<file path="src/rtl/stream_to_axi_ax.sv">
// Replays single-beat AXI-Stream Ax records as AXI4 AR/AW address requests.
// A small FIFO absorbs axready back-pressure; malformed beats are counted and dropped.
module stream_to_axi_ax #(
  parameter int                           DATA_WIDTH        = 128,
  parameter int                           ADDR_WIDTH        = 64,
  parameter int                           ID_WIDTH          = 32,
  parameter int                           BURST_LEN         = 8,
  parameter int                           LOCK_WIDTH        = 2,
  parameter int                           USER_WIDTH        = 64,
  parameter int                           STREAM_TYPE_WIDTH = 3,
  parameter logic [STREAM_TYPE_WIDTH-1:0] STREAM_TYPE       = '0,
  parameter int                           FIFO_DEPTH        = 2,
  parameter logic [2:0]                   DEF_SIZE          = 3'b100,
  parameter logic [1:0]                   DEF_BURST         = 2'b01,
  parameter logic [3:0]                   DEF_CACHE         = 4'b0011,
  parameter logic [2:0]                   DEF_PROT          = 3'b000
) (
  input  logic                  clk,
  input  logic                  resetn,
  input  logic [DATA_WIDTH-1:0] s_tdata,
  input  logic                  s_tvalid,
  input  logic                  s_tlast,
  output logic                  s_tready,
  output logic [ID_WIDTH-1:0]   AXIM_axid,
  output logic [ADDR_WIDTH-1:0] AXIM_axaddr,
  output logic [BURST_LEN-1:0]  AXIM_axlen,
  output logic [2:0]            AXIM_axsize,
  output logic [1:0]            AXIM_axburst,
  output logic [3:0]            AXIM_axcache,
  output logic [2:0]            AXIM_axprot,
  output logic [LOCK_WIDTH-1:0] AXIM_axlock,
  output logic [3:0]            AXIM_axregion,
  output logic [3:0]            AXIM_axqos,
  output logic [USER_WIDTH-1:0] AXIM_axuser,
  output logic                  AXIM_axvalid,
  input  logic                  AXIM_axready,
  output logic                  drop,
  output logic [15:0]           err_count
);

  localparam int PTR_W   = (FIFO_DEPTH > 1) ? $clog2(FIFO_DEPTH) : 1;
  localparam int CNT_W   = $clog2(FIFO_DEPTH + 1);
  localparam int ENTRY_W = ID_WIDTH + BURST_LEN + ADDR_WIDTH;
  localparam int TYPE_LSB = DATA_WIDTH - STREAM_TYPE_WIDTH;
  localparam int ID_LSB   = TYPE_LSB - ID_WIDTH;
  localparam int LEN_LSB  = ID_LSB - BURST_LEN;
  localparam logic [CNT_W-1:0] FULL_CNT = CNT_W'(FIFO_DEPTH);

  if (DATA_WIDTH < STREAM_TYPE_WIDTH + ID_WIDTH + BURST_LEN + ADDR_WIDTH) begin : g_width_check
    $error("stream_to_axi_ax: DATA_WIDTH too small for the Ax record");
  end

  logic [ENTRY_W-1:0] r_mem [FIFO_DEPTH];
  logic [PTR_W-1:0]   r_wr_ptr;
  logic [PTR_W-1:0]   r_rd_ptr;
  logic [CNT_W-1:0]   r_count;
  logic               r_drop;
  logic [15:0]        r_err_count;

  logic w_accept;
  logic w_good;
  logic w_push;
  logic w_pop;
  logic w_unused_pad;

  // Pad bits between len and addr carry no information
  if (LEN_LSB > ADDR_WIDTH) begin : g_pad
    assign w_unused_pad = ^s_tdata[LEN_LSB-1:ADDR_WIDTH];
  end else begin : g_no_pad
    assign w_unused_pad = 1'b0;
  end

  assign s_tready     = resetn && (r_count != FULL_CNT);
  assign AXIM_axvalid = (r_count != '0);

  assign w_accept = s_tvalid && s_tready;
  assign w_good   = (s_tdata[DATA_WIDTH-1:TYPE_LSB] == STREAM_TYPE) && s_tlast;
  assign w_push   = w_accept && w_good;
  assign w_pop    = AXIM_axvalid && AXIM_axready;

  always_ff @(posedge clk) begin
    if (w_push) begin
      r_mem[r_wr_ptr] <= {s_tdata[TYPE_LSB-1:ID_LSB], s_tdata[ID_LSB-1:LEN_LSB],
                          s_tdata[ADDR_WIDTH-1:0]};
    end
  end

  always_ff @(posedge clk) begin
    if (!resetn) begin
      r_wr_ptr    <= '0;
      r_rd_ptr    <= '0;
      r_count     <= '0;
      r_drop      <= 1'b0;
      r_err_count <= '0;
    end else begin
      if (w_push) r_wr_ptr <= r_wr_ptr + PTR_W'(1);
      if (w_pop)  r_rd_ptr <= r_rd_ptr + PTR_W'(1);
      case ({w_push, w_pop})
        2'b10:   r_count <= r_count + CNT_W'(1);
        2'b01:   r_count <= r_count - CNT_W'(1);
        default: r_count <= r_count;
      endcase
      r_drop <= w_accept && !w_good;
      if (w_accept && !w_good && (r_err_count != 16'hFFFF)) begin
        r_err_count <= r_err_count + 16'd1;
      end
    end
  end

  assign {AXIM_axid, AXIM_axlen, AXIM_axaddr} = r_mem[r_rd_ptr];

  assign AXIM_axsize   = DEF_SIZE;
  assign AXIM_axburst  = DEF_BURST;
  assign AXIM_axcache  = DEF_CACHE;
  assign AXIM_axprot   = DEF_PROT;
  assign AXIM_axlock   = '0;
  assign AXIM_axregion = '0;
  assign AXIM_axqos    = '0;
  assign AXIM_axuser   = '0;

  assign drop      = r_drop;
  assign err_count = r_err_count;

endmodule

</file>
<file path="config.mk">
export PLATFORM = sky130hd
export DESIGN_NAME = stream_to_axi_ax
export DESIGN_NICKNAME = d
export VERILOG_FILES = /design/src/rtl/stream_to_axi_ax.sv
export SDC_FILE = /design/constraint.sdc
export NUM_CORES = 1
export LEC_CHECK = 0
export ABC_AREA = 1
export BUFFER_PORTS_ARGS = -buffer_cell sky130_fd_sc_hd__buf_4
export CORE_MARGIN = 8
export CORE_UTILIZATION = 40
export CTS_CLUSTER_DIAMETER = 30
export DETAILED_ROUTE_END_ITERATION = 8
export PLACE_DENSITY_LB_ADDON = 0.2
export SYNTH_ARGS = -nofsm -noshare
export SYNTH_HDL_FRONTEND = slang
export SYNTH_SLANG_ARGS = --single-unit
</file>
<file path="constraint.sdc">
create_clock -name clk -period 8.55 [get_ports clk]
set_input_delay 2.565 -clock clk [delete_from_list [all_inputs] [get_ports clk]]
set_output_delay 2.565 -clock clk [all_outputs]
set_load 0.1 [all_outputs]
</file>
[After elaboration in Yosys (flattened, before gate mapping)]
Memory sizes are Yosys's and may differ from the RTL's. A register that Yosys moved wholly into a read port is not among the register bits.
Index checks and enable logic that the tools add are counted.
Word-level totals
  register bits: 21
  bits in writable memories: 208
  output and inout port bits: 209
  logic and storage cells: 31
  memories: 1
Cells by class
  add/sub/neg operators: 5
  equal/unequal tests: 4
  multiplexer cells: 5
  reductions and logical operators: 11
Memory list
  r_mem: words 2, bits a word 104, rd ports 1, clocked after Yosys merged registers in 1, wr ports 1, line 53  | logic [ENTRY_W-1:0] r_mem [FIFO_DEPTH];
Operators with widths (count)
  16-bit by 1-bit adder with 16-bit output (second input constant): 1
  16-bit != test (second input constant): 1
  1-bit logical AND: 7
  1-bit two-way mux: 4
  2-bit case mux with 2 select lines: 1
  2-bit nonzero test: 2
  3-bit zero test: 1
  1-bit adder (second input constant): 2
  2-bit by 1-bit adder with 2-bit output (second input constant): 1
  2-bit by 1-bit == test with 1-bit output (second input constant): 1
  2-bit == test (second input constant): 1
  2-bit != test (second input constant): 1
  2-bit by 1-bit subtractor with 2-bit output (second input constant): 1
  1-bit zero test: 1

[Logic depth before layout (Yosys ltp)]
Gate-level depths: netlist of the first run.
  word-level depth: 6
  depth in mapped cells: 10

[Worst setup path before layout of the first run]
Ideal clock, no wire load.
  path kind: input port to flip-flop
  from: input port s_tlast
  to: memory r_mem[0][0] (netlist bit), enable pin
  library setup time: 0.568 ns
  arrival: 7.300 ns
  required time: 7.982 ns
  slack: 0.682 ns
  stages: 6
  cells stage by stage: inv_1 -> nor2_1 -> nand2_1 -> nor2_1 -> inv_1 -> nor2_1
On the way
  cells in the longest elaborated chain, start to end: 4
Ends and longest elaborated chain
  start, declared: line 22  | input logic s_tlast,
  1-bit logical AND: line 77  | assign w_good = (s_tdata[DATA_WIDTH-1:TYPE_LSB] == STREAM_TYPE) && s_tlast;
  1-bit logical AND: line 78  | assign w_push = w_accept && w_good;
  1-bit two-way mux: line 82  | if (w_push) begin
  1-bit two-way mux (implied by the code): line 83  | r_mem[r_wr_ptr] <= {s_tdata[TYPE_LSB-1:ID_LSB], s_tdata[ID_LSB-1:LEN_LSB],
  end, declared: line 53
No other way between the ends.

[Worst setup path after layout of the first run]
  from: input port resetn
  to: output port s_tready
On the way
  cells in the longest elaborated chain, start to end: 1
Ends and longest elaborated chain
  start, declared: line 19  | input logic resetn,
  1-bit logical AND: line 73  | assign s_tready = resetn && (r_count != FULL_CNT);
  end, declared: line 23  | output logic s_tready,
No other way between the ends.

==> results.py, run 1 <==
metrics = {
    "yosys": {
        "synth.most_common_cell": "edfxtp_1",
        "yosysTopAreaCellShare": 0.669,
        "synthFlopType": "edfxtp_1",
        "yosys.area.top_type": "edfxtp_1",
        "synth-xor-area-share": 0.00375,
        "yosysWarnings": 0,
        "synth_commonest_cells": "edfxtp_1, mux2_2, buf_4",
        "synth-adder-area-share": 0.00268,
        "synth_top_family_by_area": "multiplexers",
        "synthMuxAreaShare": 0.125,
        "synth-seq-area-share": 0.716,
        "async_reset_ff_frac": 0,
        "syn_inst": 600,
        "syn_avg_cell_area_um2": 15.6,
        "yosys.area_share.simple": 0.0529,
        "synth_compound_area_frac": 0.0135,
        "synth.distinct_cells": 29,
        "ys_seq_elements": 230,
        "synth_area_mm2": 0.00934,
        "synth-edff-count": 208,
        "ys_top_cells_by_area": "edfxtp_1, mux2_2, buf_4",
    },
    "timing": {
        "rsz0062_at_grt": "false",
        "max_freq_ghz": 0.169,
        "setup_viol": 0,
        "min_period_ns": 5.92,
        "fin_skew_ns": 0.0101,
        "finalMaxSlewViolations": 0,
        "max-slew-margin-rel": 0.357,
        "setup_tns_ns": 0,
        "hold_viol": 0,
        "worstMarginPinSlew_ns": 0.965,
        "period_share": 0.692,
    },
    "global_route": {
        "grt_pass1_wl_um": 30900,
        "grt_pass1_vias": 5705,
        "antenna_found_initial": 1,
        "grt_overflow": 0,
        "grtUsageTotal": 0.137,
        "grt_max_degree": 67,
    },
    "detailed_routing": {
        "dr.first_iter.drc_count": 271,
        "drt-pass1-iter-count": 4,
        "wl_um": 20600,
        "vias": 5439,
        "vias_per_cell": 4.42,
        "drcViolationCount": 0,
        "ant_nets": 0,
        "routedWlPerCell_um": 16.7,
    },
    "power": {
        "ir_worst_vdd_uv": 167,
        "powerDensity_mw_per_mm2": 271,
        "leakage_uw": 0.00496,
    },
    "setup_path": {
        "r2r_cells": 7,
        "path_max_fanout": 16,
        "rrSetupSlack_ns": 5.97,
        "cp.required_ns": 5.99,
        "end_kind": "primary output",
        "reg2reg_from": "r_count[0]",
        "cp.arrival_ns": 3.36,
        "timing.rr.end": "r_mem[1][98]",
        "worst_setup_path_start_kind": "primary input",
        "path_class": "in2out",
    },
    "clock_network": {
        "root_buffer": "clkbuf_16",
        "insertion_delay_ns": 0.52,
        "cts_max_level": 2,
        "cts_tree": "yes",
        "post_cts_buffers": 0,
        "clk_pin_slew_worst_paths_ns": 0.04,
        "ctsResizeCount": 0,
        "cts_hold_buf": 0,
        "cts_sinks": 230,
        "cts_buffers": 49,
        "clk_path_buf_depth": 3,
    },
    "outcome": {
        "status": "finished, final reports clean",
    },
    "finish": {
        "fin_nets": 1007,
        "drive_above_1_share": 0.483,
        "antennaDiodeCount": 0,
        "fin_cells": 1230,
        "area_delta_synth_final_pct": 37.5,
        "fillers": 1940,
    },
    "min_path": {
        "hold_path_depth": 1,
        "hold_start": "r_rd_ptr",
        "hold_class": "reg2reg",
    },
    "flow_run": {
        "cap_viol_max_count": 0,
    },
    "place": {
        "numPortBuffers": 234,
        "dp_hpwl_um": 13700,
        "place_inst": 1140,
        "routabilityCongestion": 0.834,
    },
    "floorplan": {
        "die-area_mm2": 0.0285,
        "ioPinCount": 342,
        "core-area_mm2": 0.0232,
        "die_width_um": 169,
        "rows": 56,
        "die_height_um": 169,
        "floorplan.initialDensity": 0.403,
    },
}
-- logic make-up after synthesis --
| group | Yosys count |
|---|---|
| other | 2 |
| AO/OA/AOI/OAI | 24 |
| XOR/XNOR | 4 |
| buffers and inverters | 118 |
| multiplexers | 104 |
| adder cells (fa/ha/maj) | 2 |
| AND/OR/NAND/NOR | 116 |
| flip-flops | 230 |
-- layer usage --
layer,track usage,wire (um),vias up
met2,0.228,10000,218
met4,0.0497,350,2
met5,0,14,-
met1,0.162,8390,2622
met3,0.0473,1800,32
li1,-,-,2565
-- critical path: stages --
cell     delay [ns]
buf_4          0.19
inv_2          0.11
a21oi_2        0.16
buf_4          0.32
-- flip-flops by register name, summed over array words and instances (netlist names), named ones only --
register / flops
r_rd_ptr: 1
r_count: 2
err_count: 16
r_mem: 208
drop: 1
r_wr_ptr: 1
-- how the worst max path moves through the flow --
stage | from | end | slack [ns]
global route | resetn | s_tready | 2.56
global placement | resetn | s_tready | 2.59
floorplan | s_tlast | r_mem[0][0] | 0.68
CTS | resetn | s_tready | 2.61
detailed placement | resetn | s_tready | 2.62
finish | resetn | s_tready | 2.63
-- area by class of cell --
| cell class | instances | area [um^2] | share of cell area |
|---|---|---|---|
| clock inverter | 36 | 442 | 0.0344 |
| sequential | 230 | 6690 | 0.521 |
| tap | 319 | 399 | 0.0311 |
| multi-input combinational | 336 | 2180 | 0.170 |
| clock buffer | 54 | 1280 | 0.0994 |
| inverter | 17 | 66.3 | 0.00516 |
| timing repair buffer | 238 | 1790 | 0.139 |
-- through the flow --
step	setup slack (ns)	total power, uW	area, um^2	hold slack, ns	util
after detailed placement	2.62	1590	11100	0.441	0.480
final	2.63	3480	12800	0.444	0.554
after floorplan	0.682	1550	9650	0.431	-
after global routing	2.56	3580	12800	0.465	0.554
after CTS	2.61	3520	12800	0.446	0.554
after global placement	2.59	1590	11100	0.436	0.480
-- cells in the final DEF, fill, tap and decap left out, types with 4 or more instances in the layout --
| cell | count |
|---|---|
| inv_1 | 11 |
| clkinv_2 | 13 |
| nand2_1 | 51 |
| nand4_1 | 4 |
| clkbuf_16 | 50 |
| nand3_1 | 12 |
| conb_1 | 86 |
| clkinv_4 | 6 |
| bufinv_16 | 9 |
| mux2_2 | 104 |
| o21ai_0 | 6 |
| buf_4 | 238 |
| a21oi_1 | 14 |
| edfxtp_1 | 208 |
| nor2_1 | 40 |
| dfxtp_1 | 21 |
| inv_2 | 5 |
| clkinv_1 | 4 |
-- power by group --
group	internal [uW]	switching, uW	leakage [uW]	total [uW]
Clock	1340	567	0.000843	1910
Combinational	57.5	274	0.00207	331
Sequential	1230	4.50	0.00205	1240
(Power assumes the default switching activity.)
==> run 2: changes to the inputs <==
Clock period 8.55 ns to 5.6 ns, I/O delays scaled along.
==> results.py, run 2 (same netlist as run 1, synthesis figures left out) <==
metrics = {
    "finish": {
        "antennaDiodeCount": 0,
        "fin_nets": 1008,
        "drive_above_1_share": 0.473,
        "largest_register_ffs": 208,
        "final_cell_mix": "buf_4, edfxtp_1, mux2_2, conb_1, clkbuf_16",
        "stdcell_area_mm2": 0.0129,
        "fin_cells": 1231,
        "area_delta_synth_final_pct": 38.0,
        "fillers": 1915,
        "final_common_cell": "buf_4",
        "top_register": "r_mem",
    },
    "clock_network": {
        "root_buffer": "clkbuf_16",
        "ctsResizeCount": 0,
        "cts_buffers": 51,
        "clk_pin_slew_worst_paths_ns": 0.04,
        "cts_sinks": 230,
        "clk_path_buf_depth": 3,
        "cts_hold_buf": 0,
        "insertion_delay_ns": 0.53,
        "cts_tree": "yes",
        "cts_max_level": 2,
        "post_cts_buffers": 0,
    },
    "setup_path": {
        "crit_family": "buffers and inverters",
        "critical_path.cell_chain": "buf_4 > inv_2 > a21oi_2 > buf_4",
        "path_max_fanout": 16,
        "critical-path-max-stage-delay_ns": 0.32,
        "timing.rr.end": "r_mem[0][13]",
        "crit_top_cell": "buf_4",
        "cp.arrival_ns": 2.51,
        "reg2reg_from": "r_count[0]",
        "worst_setup_path_start_kind": "primary input",
        "path_class": "in2out",
        "worstSetupEndpoint": "s_tready",
        "path_buf_inv": 3,
        "r2r_cells": 7,
        "end_kind": "primary output",
        "rrSetupSlack_ns": 3.34,
        "slowest_stage": "buf_4",
        "cp.required_ns": 3.92,
        "crit_cells": 4,
        "cp-startpoint": "resetn",
    },
    "timing": {
        "fin_skew_ns": 0.0235,
        "rsz0062_at_grt": "false",
        "finalMaxSlewViolations": 0,
        "max-slew-margin-rel": 0.423,
        "worstMarginPinSlew_ns": 0.866,
        "worst_slack_ns": 1.41,
        "setup_tns_ns": 0,
        "min_period_ns": 4.19,
        "hold_slack_ns": 0.462,
        "max_freq_ghz": 0.239,
        "setup_viol": 0,
        "period_share": 0.748,
        "hold_viol": 0,
    },
    "outcome": {
        "status": "finished, final reports clean",
    },
    "detailed_routing": {
        "routedWlPerCell_um": 16.9,
        "drcViolationCount": 0,
        "drt-pass1-iter-count": 4,
        "dr.first_iter.drc_count": 223,
        "vias": 5407,
        "wl_um": 20800,
        "ant_nets": 0,
        "vias_per_cell": 4.39,
    },
    "floorplan": {
        "rows": 56,
        "floorplan.initialDensity": 0.403,
        "die_width_um": 169,
        "die-area_mm2": 0.0285,
        "core-area_mm2": 0.0232,
        "ioPinCount": 342,
        "die_height_um": 169,
    },
    "global_route": {
        "grt_pass1_wl_um": 31300,
        "grt_max_degree": 92,
        "grt_pass1_vias": 5660,
        "grt_overflow": 0,
        "antenna_found_initial": 0,
        "grtUsageTotal": 0.140,
    },
    "place": {
        "place_inst": 1139,
        "place_area_mm2": 0.0112,
        "dp_hpwl_um": 13800,
        "routabilityCongestion": 0.825,
        "dp_slack_ns": 1.41,
        "numPortBuffers": 234,
    },
    "power": {
        "leakage_uw": 0.00495,
        "ir_worst_vdd_uv": 259,
        "powerDensity_mw_per_mm2": 414,
    },
    "min_path": {
        "hold_class": "reg2reg",
    },
    "flow_run": {
        "cap_viol_max_count": 0,
    },
}
==> run 2: per-stage QoR <==
stage	util	total power (uW)
final	0.555	5330
after detailed placement	0.481	2430
after CTS	0.555	5400
after global routing	0.555	5500
after global placement	0.481	2420
after floorplan	-	2370
==> run 2: worst min path at each step <==
stage               depth (start not counted)  startpoint  slack (ns)       end
CTS                                         1    r_rd_ptr        0.46  r_rd_ptr
finish                                      1    r_rd_ptr        0.46  r_rd_ptr
global route                                1    r_rd_ptr        0.49  register
global placement                            1    r_rd_ptr        0.44  register
detailed placement                          1    r_rd_ptr        0.44  register
floorplan                                   1    r_rd_ptr        0.43  register
==> run 2: per-layer routing <==
layer | vias up | global-route usage | routed length [um]
met4 | 0 | 0.0404 | 269
met3 | 27 | 0.0622 | 2040
li1 | 2559 | - | -
met2 | 216 | 0.226 | 9860
met1 | 2605 | 0.166 | 8650
met5 | - | 0 | 0
==> run 2: area by class of cell <==
type	count	area, um^2	share of cell area
sequential	230	6690	0.519
multi-input combinational	336	2180	0.169
timing repair buffer	237	1820	0.141
clock buffer	64	1400	0.109
tap	319	399	0.0310
clock inverter	28	329	0.0255
inverter	17	66.3	0.00515
==> run 2: where the power goes <==
group / total, uW / internal (uW) / switching, uW
logic: 507 / 88.5 / 418
clock network: 2930 / 2060 / 867
registers: 1890 / 1880 / 7.43
total: 5330 / 4040 / 1290
